**src/rtl/uart_mmio_regs.sv**
```systemverilog
// CPU register front end for a UART TX/RX pair: DATA/STATUS/CTRL decode, TX/RX FIFOs, send-pulse launcher.
// Optional interrupt logic and CTRL register are built only when UART_MMIO_IRQ_EN is defined.
module uart_mmio_regs #(
    parameter int TX_DEPTH = 4,
    parameter int RX_DEPTH = 4
) (
    input  logic        clk,
    input  logic        rst,
    input  logic        req_valid,
    input  logic        req_write,
    input  logic [3:0]  req_addr,
    input  logic [31:0] req_wdata,
    output logic        resp_valid,
    output logic [31:0] resp_rdata,
    output logic        tx_send,
    output logic [7:0]  tx_data,
    input  logic        tx_busy,
    input  logic        rx_valid,
    input  logic [7:0]  rx_data,
    output logic        irq
);
    localparam int TAW = $clog2(TX_DEPTH);
    localparam int RAW = $clog2(RX_DEPTH);
    localparam logic [TAW:0] TX_FULL_CNT = (TAW+1)'(TX_DEPTH);
    localparam logic [RAW:0] RX_FULL_CNT = (RAW+1)'(RX_DEPTH);

    typedef enum logic {TX_IDLE, TX_HOLD} tx_state_e;

    tx_state_e    tx_state_q, tx_state_d;
    logic [7:0]   tx_mem_q [TX_DEPTH];
    logic [7:0]   rx_mem_q [RX_DEPTH];
    logic [TAW-1:0] tx_wr_q, tx_wr_d, tx_rd_q, tx_rd_d;
    logic [RAW-1:0] rx_wr_q, rx_wr_d, rx_rd_q, rx_rd_d;
    logic [TAW:0] tx_cnt_q, tx_cnt_d;
    logic [RAW:0] rx_cnt_q, rx_cnt_d;
    logic         rx_ovr_q, rx_ovr_d, tx_drop_q, tx_drop_d;
    logic         resp_valid_q, resp_valid_d;
    logic [31:0]  resp_rdata_q, resp_rdata_d;

    logic rd_req, wr_req, addr_data, addr_status, addr_ctrl;
    logic tx_full, tx_push, tx_pop, tx_idle, rx_full, rx_push, rx_pop, rx_nonempty;
    logic [31:0] status_w, ctrl_rd;
    logic unused_wdata;

    assign rd_req      = req_valid & ~req_write;
    assign wr_req      = req_valid & req_write;
    assign addr_data   = (req_addr == 4'h0);
    assign addr_status = (req_addr == 4'h4);
    assign addr_ctrl   = (req_addr == 4'h8);

    assign tx_full     = (tx_cnt_q == TX_FULL_CNT);
    assign rx_full     = (rx_cnt_q == RX_FULL_CNT);
    assign rx_nonempty = (rx_cnt_q != '0);
    assign tx_idle     = (tx_cnt_q == '0) & ~tx_busy & (tx_state_q != TX_HOLD);

    // Launch decision is combinational on registered FIFO state so a write into
    // an empty FIFO reaches tx_send in the very next cycle.
    assign tx_send = (tx_state_q == TX_IDLE) & (tx_cnt_q != '0) & ~tx_busy;
    assign tx_data = tx_send ? tx_mem_q[tx_rd_q] : 8'h00;
    assign tx_pop  = tx_send;
    assign tx_push = wr_req & addr_data & ~tx_full;

    // A same-cycle pop frees a slot for an incoming byte on a full RX FIFO.
    assign rx_pop  = rd_req & addr_data & rx_nonempty;
    assign rx_push = rx_valid & (~rx_full | rx_pop);

    assign status_w = {12'b0, 4'(tx_cnt_q), 4'b0, 4'(rx_cnt_q), 3'b0,
                       tx_drop_q, rx_ovr_q, tx_idle, tx_full, rx_nonempty};

    always_comb begin
        tx_state_d   = tx_state_q;
        tx_wr_d      = tx_push ? tx_wr_q + 1'b1 : tx_wr_q;
        tx_rd_d      = tx_pop  ? tx_rd_q + 1'b1 : tx_rd_q;
        rx_wr_d      = rx_push ? rx_wr_q + 1'b1 : rx_wr_q;
        rx_rd_d      = rx_pop  ? rx_rd_q + 1'b1 : rx_rd_q;
        tx_cnt_d     = tx_cnt_q;
        rx_cnt_d     = rx_cnt_q;
        resp_valid_d = rd_req;
        resp_rdata_d = 32'h0;
        case (tx_state_q)
            TX_IDLE: if (tx_send) tx_state_d = TX_HOLD;
            default: tx_state_d = TX_IDLE;
        endcase
        case ({tx_push, tx_pop})
            2'b10:   tx_cnt_d = tx_cnt_q + 1'b1;
            2'b01:   tx_cnt_d = tx_cnt_q - 1'b1;
            default: tx_cnt_d = tx_cnt_q;
        endcase
        case ({rx_push, rx_pop})
            2'b10:   rx_cnt_d = rx_cnt_q + 1'b1;
            2'b01:   rx_cnt_d = rx_cnt_q - 1'b1;
            default: rx_cnt_d = rx_cnt_q;
        endcase
        // Clear-on-read loses to an error arriving in the same cycle.
        rx_ovr_d  = (rx_ovr_q  & ~(rd_req & addr_status)) | (rx_valid & rx_full & ~rx_pop);
        tx_drop_d = (tx_drop_q & ~(rd_req & addr_status)) | (wr_req & addr_data & tx_full);
        if (rd_req) begin
            if (addr_data && rx_nonempty) resp_rdata_d = {23'b0, 1'b1, rx_mem_q[rx_rd_q]};
            else if (addr_status)         resp_rdata_d = status_w;
            else if (addr_ctrl)           resp_rdata_d = ctrl_rd;
        end
    end

    always_ff @(posedge clk) begin
        if (tx_push) tx_mem_q[tx_wr_q] <= req_wdata[7:0];
        if (rx_push) rx_mem_q[rx_wr_q] <= rx_data;
    end

    always_ff @(posedge clk) begin
        if (rst) begin
            tx_state_q   <= TX_IDLE;
            tx_wr_q      <= '0;
            tx_rd_q      <= '0;
            tx_cnt_q     <= '0;
            rx_wr_q      <= '0;
            rx_rd_q      <= '0;
            rx_cnt_q     <= '0;
            rx_ovr_q     <= 1'b0;
            tx_drop_q    <= 1'b0;
            resp_valid_q <= 1'b0;
            resp_rdata_q <= 32'h0;
        end else begin
            tx_state_q   <= tx_state_d;
            tx_wr_q      <= tx_wr_d;
            tx_rd_q      <= tx_rd_d;
            tx_cnt_q     <= tx_cnt_d;
            rx_wr_q      <= rx_wr_d;
            rx_rd_q      <= rx_rd_d;
            rx_cnt_q     <= rx_cnt_d;
            rx_ovr_q     <= rx_ovr_d;
            tx_drop_q    <= tx_drop_d;
            resp_valid_q <= resp_valid_d;
            resp_rdata_q <= resp_rdata_d;
        end
    end

    assign resp_valid = resp_valid_q;
    assign resp_rdata = resp_rdata_q;

`ifdef UART_MMIO_IRQ_EN
    logic [1:0] ctrl_q;
    logic       irq_q;

    always_ff @(posedge clk) begin
        if (rst) begin
            ctrl_q <= 2'b00;
            irq_q  <= 1'b0;
        end else begin
            if (wr_req && addr_ctrl) ctrl_q <= req_wdata[1:0];
            irq_q <= (ctrl_q[0] & rx_nonempty) | (ctrl_q[1] & tx_idle) | rx_ovr_q | tx_drop_q;
        end
    end

    assign ctrl_rd = {30'b0, ctrl_q};
    assign irq     = irq_q;
`else
    assign ctrl_rd = 32'h0;
    assign irq     = 1'b0;
`endif

    assign unused_wdata = ^req_wdata[31:8];
endmodule

```
**config.mk**
```make
export PLATFORM = sky130hd
export DESIGN_NAME = uart_mmio_regs
export DESIGN_NICKNAME = d
export VERILOG_FILES = /design/src/rtl/uart_mmio_regs.sv
export SDC_FILE = /design/constraint.sdc
export NUM_CORES = 1
export LEC_CHECK = 0
export BUFFER_PORTS_ARGS = -buffer_cell sky130_fd_sc_hd__buf_2
export CORE_ASPECT_RATIO = 0.9
export CORE_MARGIN = 2
export CORE_UTILIZATION = 40
export CTS_CLUSTER_DIAMETER = 120
export DETAILED_ROUTE_END_ITERATION = 12
export HOLD_SLACK_MARGIN = 0.03
export PLACE_DENSITY = 0.75
export SETUP_SLACK_MARGIN = 0.5
export SLEW_MARGIN = 5
export SYNTH_ARGS = -nofsm -noshare
export SYNTH_HDL_FRONTEND = slang
export SYNTH_SLANG_ARGS = --single-unit
export TNS_END_PERCENT = 10
```
**constraint.sdc**
```tcl
create_clock -name clk -period 2.2 [get_ports clk]
set_clock_uncertainty 0.05 [all_clocks]
set_input_delay 0.22 -clock clk [delete_from_list [all_inputs] [get_ports clk]]
set_output_delay 0.22 -clock clk [all_outputs]
set_load 0.05 [all_outputs]
```
After elaboration in Yosys (flattened, before gate mapping)
Memories as Yosys holds them, arrays and structs flattened. A register that Yosys moved wholly into a read port is not among the register bits.
Index checks and enable logic that the tools add are counted.
Storage, ports and cells
  logic and storage cells: 82
  memory bits (writable): 64
  register bits: 32
  memories: 2
  output and inout bits: 43
Cells by class
  add/subtract/negate cells: 8
  reductions and logical operators: 10
  equal/unequal tests: 7
  muxes and demuxes: 14
  bitwise operators: 29
Memory list
  rx_mem_q: depth 4, width 8, rd ports 1, clocked after Yosys merged registers in 1, write ports 1, line 31  | logic [7:0] rx_mem_q [RX_DEPTH];
  tx_mem_q: depth 4, width 8, rd ports 1, clocked after Yosys merged registers in 1, write ports 1, line 30  | logic [7:0] tx_mem_q [TX_DEPTH];
Operators by type and width (number)
  2-to-1 mux 9 bit: 2
  AND 1 bit: 17
  case mux 3 bit (2 select lines): 2
  inverter 1 bit: 9
  adder 2 x 1 -> 2 bit, second input constant: 4
  2-to-1 mux 2 bit: 4
  2-to-1 mux 8 bit: 1
  adder 3 x 1 -> 3 bit, second input constant: 2
  equality test 3 bit, second input constant: 2
  nonzero test 3 bit: 2
  subtractor 3 x 1 -> 3 bit, second input constant: 2
  2-to-1 mux 1 bit: 5
  equality test 2 x 1 -> 1 bit, second input constant: 2
  equality test 2 bit, second input constant: 2
  equality test 4 x 3 -> 1 bit, second input constant: 1
  logical NOT 4 bit: 1
  nonzero test 2 bit: 2
  OR reduction 2 bit: 2
  OR reduction 4 bit: 1
  logical NOT 3 bit: 1
  bitwise OR 1 bit: 3
  logical AND 1 bit: 1

Depth between registers and ports, before layout
Gate-level depths: netlist of the first run.
  depth after elaboration: 8
  gate-level depth with buffers: 9
  mapped depth without buffers: 8

Worst setup path before layout of the first run
No wires, ideal clock.
  path kind: flip-flop to flip-flop
  start: register tx_cnt_q[0]
  end: register tx_cnt_q[2]
  path slack: -0.209 ns
  arrival time: 2.288 ns
  cell stages (with the launch flop): 9
  buffers on the path: 0
  period minus slack after synthesis: 2.409 ns
  path through: dfxtp_1 or3_1 nand2_1 inv_1 ha_1 fa_1 xnor2_1 or3_1 a21oi_1
On the way
  word-level cells in the longest chain between the ends: 5
  elaborated cells on any way between the ends: 12
Ends and longest elaborated chain
  from (decl): line 34  | logic [TAW:0] tx_cnt_q, tx_cnt_d;
  from (signal assigned): line 126  | tx_cnt_q <= tx_cnt_d;
  nonzero test 3 bit *: line 58  | assign tx_send = (tx_state_q == TX_IDLE) & (tx_cnt_q != '0) & ~tx_busy;
  AND 1 bit * (2 in series): line 58
  named net tx_send: line 15  | output logic tx_send,
  equality test 2 x 1 -> 1 bit or equality test 2 bit (tied branches): line 84  | case ({tx_push, tx_pop})
  case mux 3 bit (2 select lines) or nonzero test 2 bit (tied branches)
Mark *: on every way through the listed nets, which the timed path passes. The rest lies on a longest branch.
A chain may end at the register's enable or synchronous reset.

Worst setup path after layout of the first run
  start: register tx_cnt_q[2]
  end: register tx_cnt_q[2]
On the way
  word-level cells in the longest chain between the ends: 5
  elaborated cells on any way between the ends: 12
Ends and longest elaborated chain (line)
  nonzero test 3 bit or equality test 3 bit (tied branches): 58, 51
  AND 1 bit or inverter 1 bit (tied branches): 58, 61
  AND 1 bit (on tied branches): 58, 61
  equality test 2 x 1 -> 1 bit or equality test 2 bit (tied branches): 84
  case mux 3 bit (2 select lines) or nonzero test 2 bit (tied branches)
Parallel ways exist; a longest one is shown, timed or not.

==> results of run 1 <==
final timing paths:
kind | from | to
setup reg to reg | tx_cnt_q[2] | tx_cnt_q[2]
hold / removal | req_wdata[0] | tx_mem_q[2][0]
hold reg to reg | rx_ovr_q | rx_ovr_q
setup / recovery | tx_cnt_q[2] | tx_cnt_q[2]
cells by family after synthesis:
logic type,after synthesis,share of synthesized area
fa+ha+maj,11,0.0367
mux,18,0.0913
compound gates,30,0.0508
buf+inv,44,0.0592
xor+xnor,8,0.0168
flops,100,0.635
other cells,1,0.000901
simple gates,80,0.110
power breakdown:
| group | internal, mW | leakage (nW) | switching (mW) |
|---|---|---|---|
| Clock | 0.794 | 0.140 | 0.703 |
| Combinational | 0.117 | 1.04 | 0.222 |
| Sequential | 2.03 | 0.875 | 0.0181 |
layout make-up:
class	count	area (µm²)
sequential	100	2650
tap	129	161
fill	828	4910
multi-input combinational	166	1440
inverter	13	52.6
clock buffer	9	225
timing repair buffer	86	694
clock inverter	7	67.6
Yosys cell counts, types with 3 or more instances:
master / number
a21oi_1: 7
a22oi_1: 5
nand3_1: 8
inv_1: 13
clkbuf_1: 9
o21ai_1: 3
nor2_1: 22
dfxtp_1: 36
edfxtp_1: 64
xor2_1: 3
o211ai_1: 3
o2111ai_1: 3
buf_4: 19
mux4_2: 16
nor3_1: 4
nand2_1: 7
and3_1: 19
xnor2_1: 5
and2_1: 6
ha_1: 9
metal layers:
metal / track usage / vias to the layer above / part of all wire
met3: 0.0397 / 8 / 0.053
met5: 0 / - / 0
met2: 0.267 / 81 / 0.52
met1: 0.182 / 1281 / 0.41
li1: - / 1220 / -
met4: 0.0513 / 0 / 0.011
registers in the layout, summed over array words and instances, names as in the netlist, 3 cells and up, named ones only:
signal / cells
resp_rdata: 14
tx_cnt_q: 3
rx_mem_q: 32
tx_mem_q: 32
rx_cnt_q: 3
repair_timing:
item                                   CTS  global route
hold buffers                             1             0
endpoints found under the hold margin    2             0
setup endpoints to repair               40            85
setup buffers                            6             5
pin swaps                                3             8
resized for setup                       17            24
cloned                                   0             0
worst max-delay path, cell delays in order (launching register included):
cell        delay (ns)
dfxtp_2           0.33
or3_4             0.40
nand2_4           0.08
clkinvlp_4        0.11
ha_4              0.18
fa_2              0.34
xnor2_1           0.14
or3_1             0.31
a21oi_1           0.12
per-stage QoR:
| stage | setup TNS [ns] | util | instances |
|---|---|---|---|
| after global placement | -0.216 | 0.468 | 482 |
| after CTS | 0 | 0.508 | 505 |
| after global routing | 0 | 0.519 | 510 |
| after detailed placement | -0.395 | 0.468 | 482 |
| after floorplan | -0.142 | - | 310 |
| final | 0 | 0.519 | 510 |
==> flow_metrics.tcl, run 1 <==
set metrics [dict create \
    worstPathArrival_ns 2.35 \
    required_ns 2.42 \
    synth.area.top_cells "edfxtp_1 (46%), dfxtp_1 (17%), mux4_2 (8.7%)" \
    period_share 0.970 \
    gp_congestion 0.853 \
    critPathMaxFanout 3 \
    grt_max_degree 22 \
    hold_viol_final 0 \
    postSynthAreaPerCell_um2 14.3 \
    cts_root_buf "clkbuf_16" \
    holdPathStages 1 \
    routed_wl_um 8050 \
    grt_pass1_wl_um 13200 \
    io_buffers 49 \
    drc 0 \
    die_h_um 101 \
    fmax_mhz 469 \
    clkLatencyLatePin_ns 0.34 \
    netlist_instances 292 \
    vias 2590 \
    row_count 35 \
    rsz0062_at_grt "true" \
    die_x_um 112 \
    dpl_cell_area_mm2 0.00478 \
    synth_cell_types 44 \
    cts_tree "yes" \
    crit_path_start_kind "register" \
    cts.path.max_buffers 2 \
    hp-class "in2reg" \
    hpwl_um 5480 \
    path_class "reg2reg" \
    hold_ws_ns 0.0402 \
    path_clk_slew_ns 0.07 \
    antenna_found_initial 0 \
    grt_overflow_total 0 \
    p_total_mw 3.89 \
    layout.cells.most_common "edfxtp_1" \
    final_layout_size_suffix_gt1_frac 0.388 \
    ioPinCount 93 \
    critPathCaptureType "register" \
    ir_drop_mv 0.518 \
    synth_ff_type "edfxtp_1" \
    first_global_vias 2657 \
    start_util 0.408 \
    drtIter0Drc 129 \
    ff2ff_setup_slack_ns 0.07 \
    cts.sink_count 100 \
    die_area_mm2 0.0112 \
    via_per_inst 5.08 \
    cts_buffers 9 \
    setup_viol 0 \
    layout_common_cells "edfxtp_1 (64), buf_2 (41), dfxtp_1 (30)" \
    fin_area_mm2 0.00529 \
    layout_setup_ws_ns 0.0660 \
    place_ws_ns -0.190 \
    htree_levels 3 \
    core_mm2 0.0102 \
    fin_nets 437 \
    drv_cap 0 \
    synth_top_area_share 0.462 \
    power.density_mw_per_mm2 734 \
    synth-edff-count 64 \
    slew_violations 0 \
    grt.total_usage 0.151 \
    synth-seq-area-share 0.635 \
    leakage_nw 2.06 \
    wl_per_cell_um 15.8 \
    min_period_ns 2.13 \
    worstRegToRegCells 8 \
    ant_nets 0 \
    synth_warnings 0 \
    yosysTopAreaCell "edfxtp_1" \
    area_growth_pct 27.1 \
    max_slew_margin 0.630 \
    drtPass1Iterations 4 \
    diodes 0 \
    syn_area_mm2 0.00416 \
    synth_seq_cells 100 \
    tightest_slew_ns 0.554 \
    status "completed" \
    async_flop_share 0 \
]
(Power assumes the default switching activity.)
==> inputs of run 2 (changes only) <==
--- a/config.mk
+++ b/config.mk
@@ -14,4 +14,5 @@
 export HOLD_SLACK_MARGIN = 0.03
 export PLACE_DENSITY = 0.75
+export REMOVE_ABC_BUFFERS = 1
 export SETUP_SLACK_MARGIN = 0.5
 export SLEW_MARGIN = 5
==> constraint.sdc (replaced) <==
create_clock -name clk -period 2.2 [get_ports clk]
set_clock_uncertainty 0.05 [all_clocks]
set_input_delay 0.44 -clock clk [delete_from_list [all_inputs] [get_ports clk]]
set_output_delay 0.44 -clock clk [all_outputs]
set_load 0.05 [all_outputs]
==> run 2 against run 1 <==
Net effect: the run now ends with negative setup slack left; fmax fell by 7.4%; sequential share of layout area fell by 1.3 points; final area rose by 2.4%; power rose by 5.2%; routed wire length rose by 5.0%; global-route usage rose by 0.40 points; hold slack improved by 0.23 ns; flip-flop and latch count did not move; via count fell by 0.39%; utilization rose by 1.2 points; largest power group unchanged; highest routed layer unchanged.
==> flow_metrics.tcl, run 2 (synthesis gave the netlist of run 1 again) <==
set metrics [dict create \
    status "complete, but fails checks" \
    failed_checks "negative setup slack" \
    path_clk_slew_ns 0.06 \
    layout_setup_ws_ns -0.103 \
    cts.path.max_buffers 2 \
    hold_ws_ns 0.266 \
    layout_common_cells "edfxtp_1 (64), buf_2 (39), dfxtp_1 (34)" \
    htree_levels 3 \
    critPathMaxFanout 3 \
    drtPass1Iterations 4 \
    cts.sink_count 100 \
    crit_path_start_kind "input port" \
    critPathCaptureType "register" \
    fin_nets 437 \
    antenna_found_initial 1 \
    routed_wl_um 8450 \
    num-fill-cells 795 \
    period_share 1.05 \
    hold_viol_final 0 \
    final_layout_size_suffix_gt1_frac 0.407 \
    ir_drop_mv 0.341 \
    via_per_inst 5.05 \
    drv_cap 0 \
    gp_congestion 0.795 \
    grt_max_degree 22 \
    fmax_mhz 434 \
    leakage_nw 2.08 \
    grt.total_usage 0.155 \
    clkLatencyLatePin_ns 0.33 \
    worstPathArrival_ns 2.52 \
    first_global_vias 2684 \
    io_buffers 49 \
    area_growth_pct 30.1 \
    cts_root_buf "clkbuf_16" \
    start_util 0.408 \
    cts_buffers 9 \
    max_slew_margin 0.640 \
    vias 2580 \
    ant_nets 0 \
    die_x_um 112 \
    wl_per_cell_um 16.5 \
    cts_tree "yes" \
    setup_viol 1 \
    grt_overflow_total 0 \
    grt_pass1_wl_um 13400 \
    drc 0 \
    min_period_ns 2.30 \
    ioPinCount 93 \
    slew_violations 0 \
    drtIter0Drc 94 \
    power.density_mw_per_mm2 755 \
    die_area_mm2 0.0112 \
    die_h_um 101 \
    rsz0062_at_grt "true" \
    path_class "in2reg" \
    hp-class "in2reg" \
    row_count 35 \
    fin_cells 511 \
    required_ns 2.41 \
    utilization 0.531 \
    layout.cells.most_common "edfxtp_1" \
    dp.cells 491 \
    tightest_slew_ns 0.535 \
    core_mm2 0.0102 \
    hpwl_um 5570 \
]
==> run 2: critical path, stage by stage <==
cell and delay [ns]:
buf_6 0.09, or4_4 0.57, nor3_4 0.16, inv_2 0.06
ha_4 0.16, fa_2 0.34, xnor2_1 0.17, or3_1 0.36
a21oi_2 0.16
==> run 2: timing repair <==
action	CTS	global route
hold buffers	0	0
endpoints found under the setup margin	82	81
setup buffers	2	1
resized for setup	63	8
pin swaps	21	10
==> run 2: layer usage <==
metal | track usage | vias up | part of all wire
met1 | 0.194 | 1271 | 0.42
met3 | 0.0331 | 10 | 0.056
li1 | - | 1217 | -
met2 | 0.271 | 82 | 0.50
met5 | 0 | - | 0
met4 | 0.0541 | 0 | 0.015
==> run 2: final timing paths <==
check	startpoint	endpoint	slack [ns]	depth (start not counted)
worst min register to register	rx_ovr_q	rx_ovr_q	0.43	2
worst max-delay path	req_addr[3]	tx_cnt_q[2]	-0.10	9
worst max register to register	tx_cnt_q[2]	tx_cnt_q[2]	0.01	8
worst min-delay path	rx_data[4]	rx_mem_q[2][4]	0.27	1
==> run 2: power breakdown <==
part | switching, mW | internal [mW]
clock network | 0.626 | 1.05
registers | 0.0169 | 2.03
logic | 0.230 | 0.130
total | 0.873 | 3.22
==> run 2: final cells by class <==
class,count,area [µm²],share of cell area
clock inverters,4,71.3,0.0132
diodes,1,2.50,0.000462
repair buffers,86,747,0.138
well taps,129,161,0.0298
multi-input cells,166,1490,0.274
clock buffers,12,256,0.0473
flip-flops and latches,100,2650,0.488
inverters,13,48.8,0.00900
==> run 2: per-stage QoR <==
stage	cell area [µm²]	worst slack (ns)	total power [mW]	setup TNS, ns
2_1_floorplan	4030	-0.481	2.28	-1.07
3_3_place_gp	4800	-0.440	2.40	-7.91
3_5_place_dp	4800	-0.491	2.41	-8.79
4_1_cts	5370	-0.0279	4.11	-0.0279
5_1_grt	5420	-0.128	4.23	-0.289
6_report	5420	-0.103	4.09	-0.103
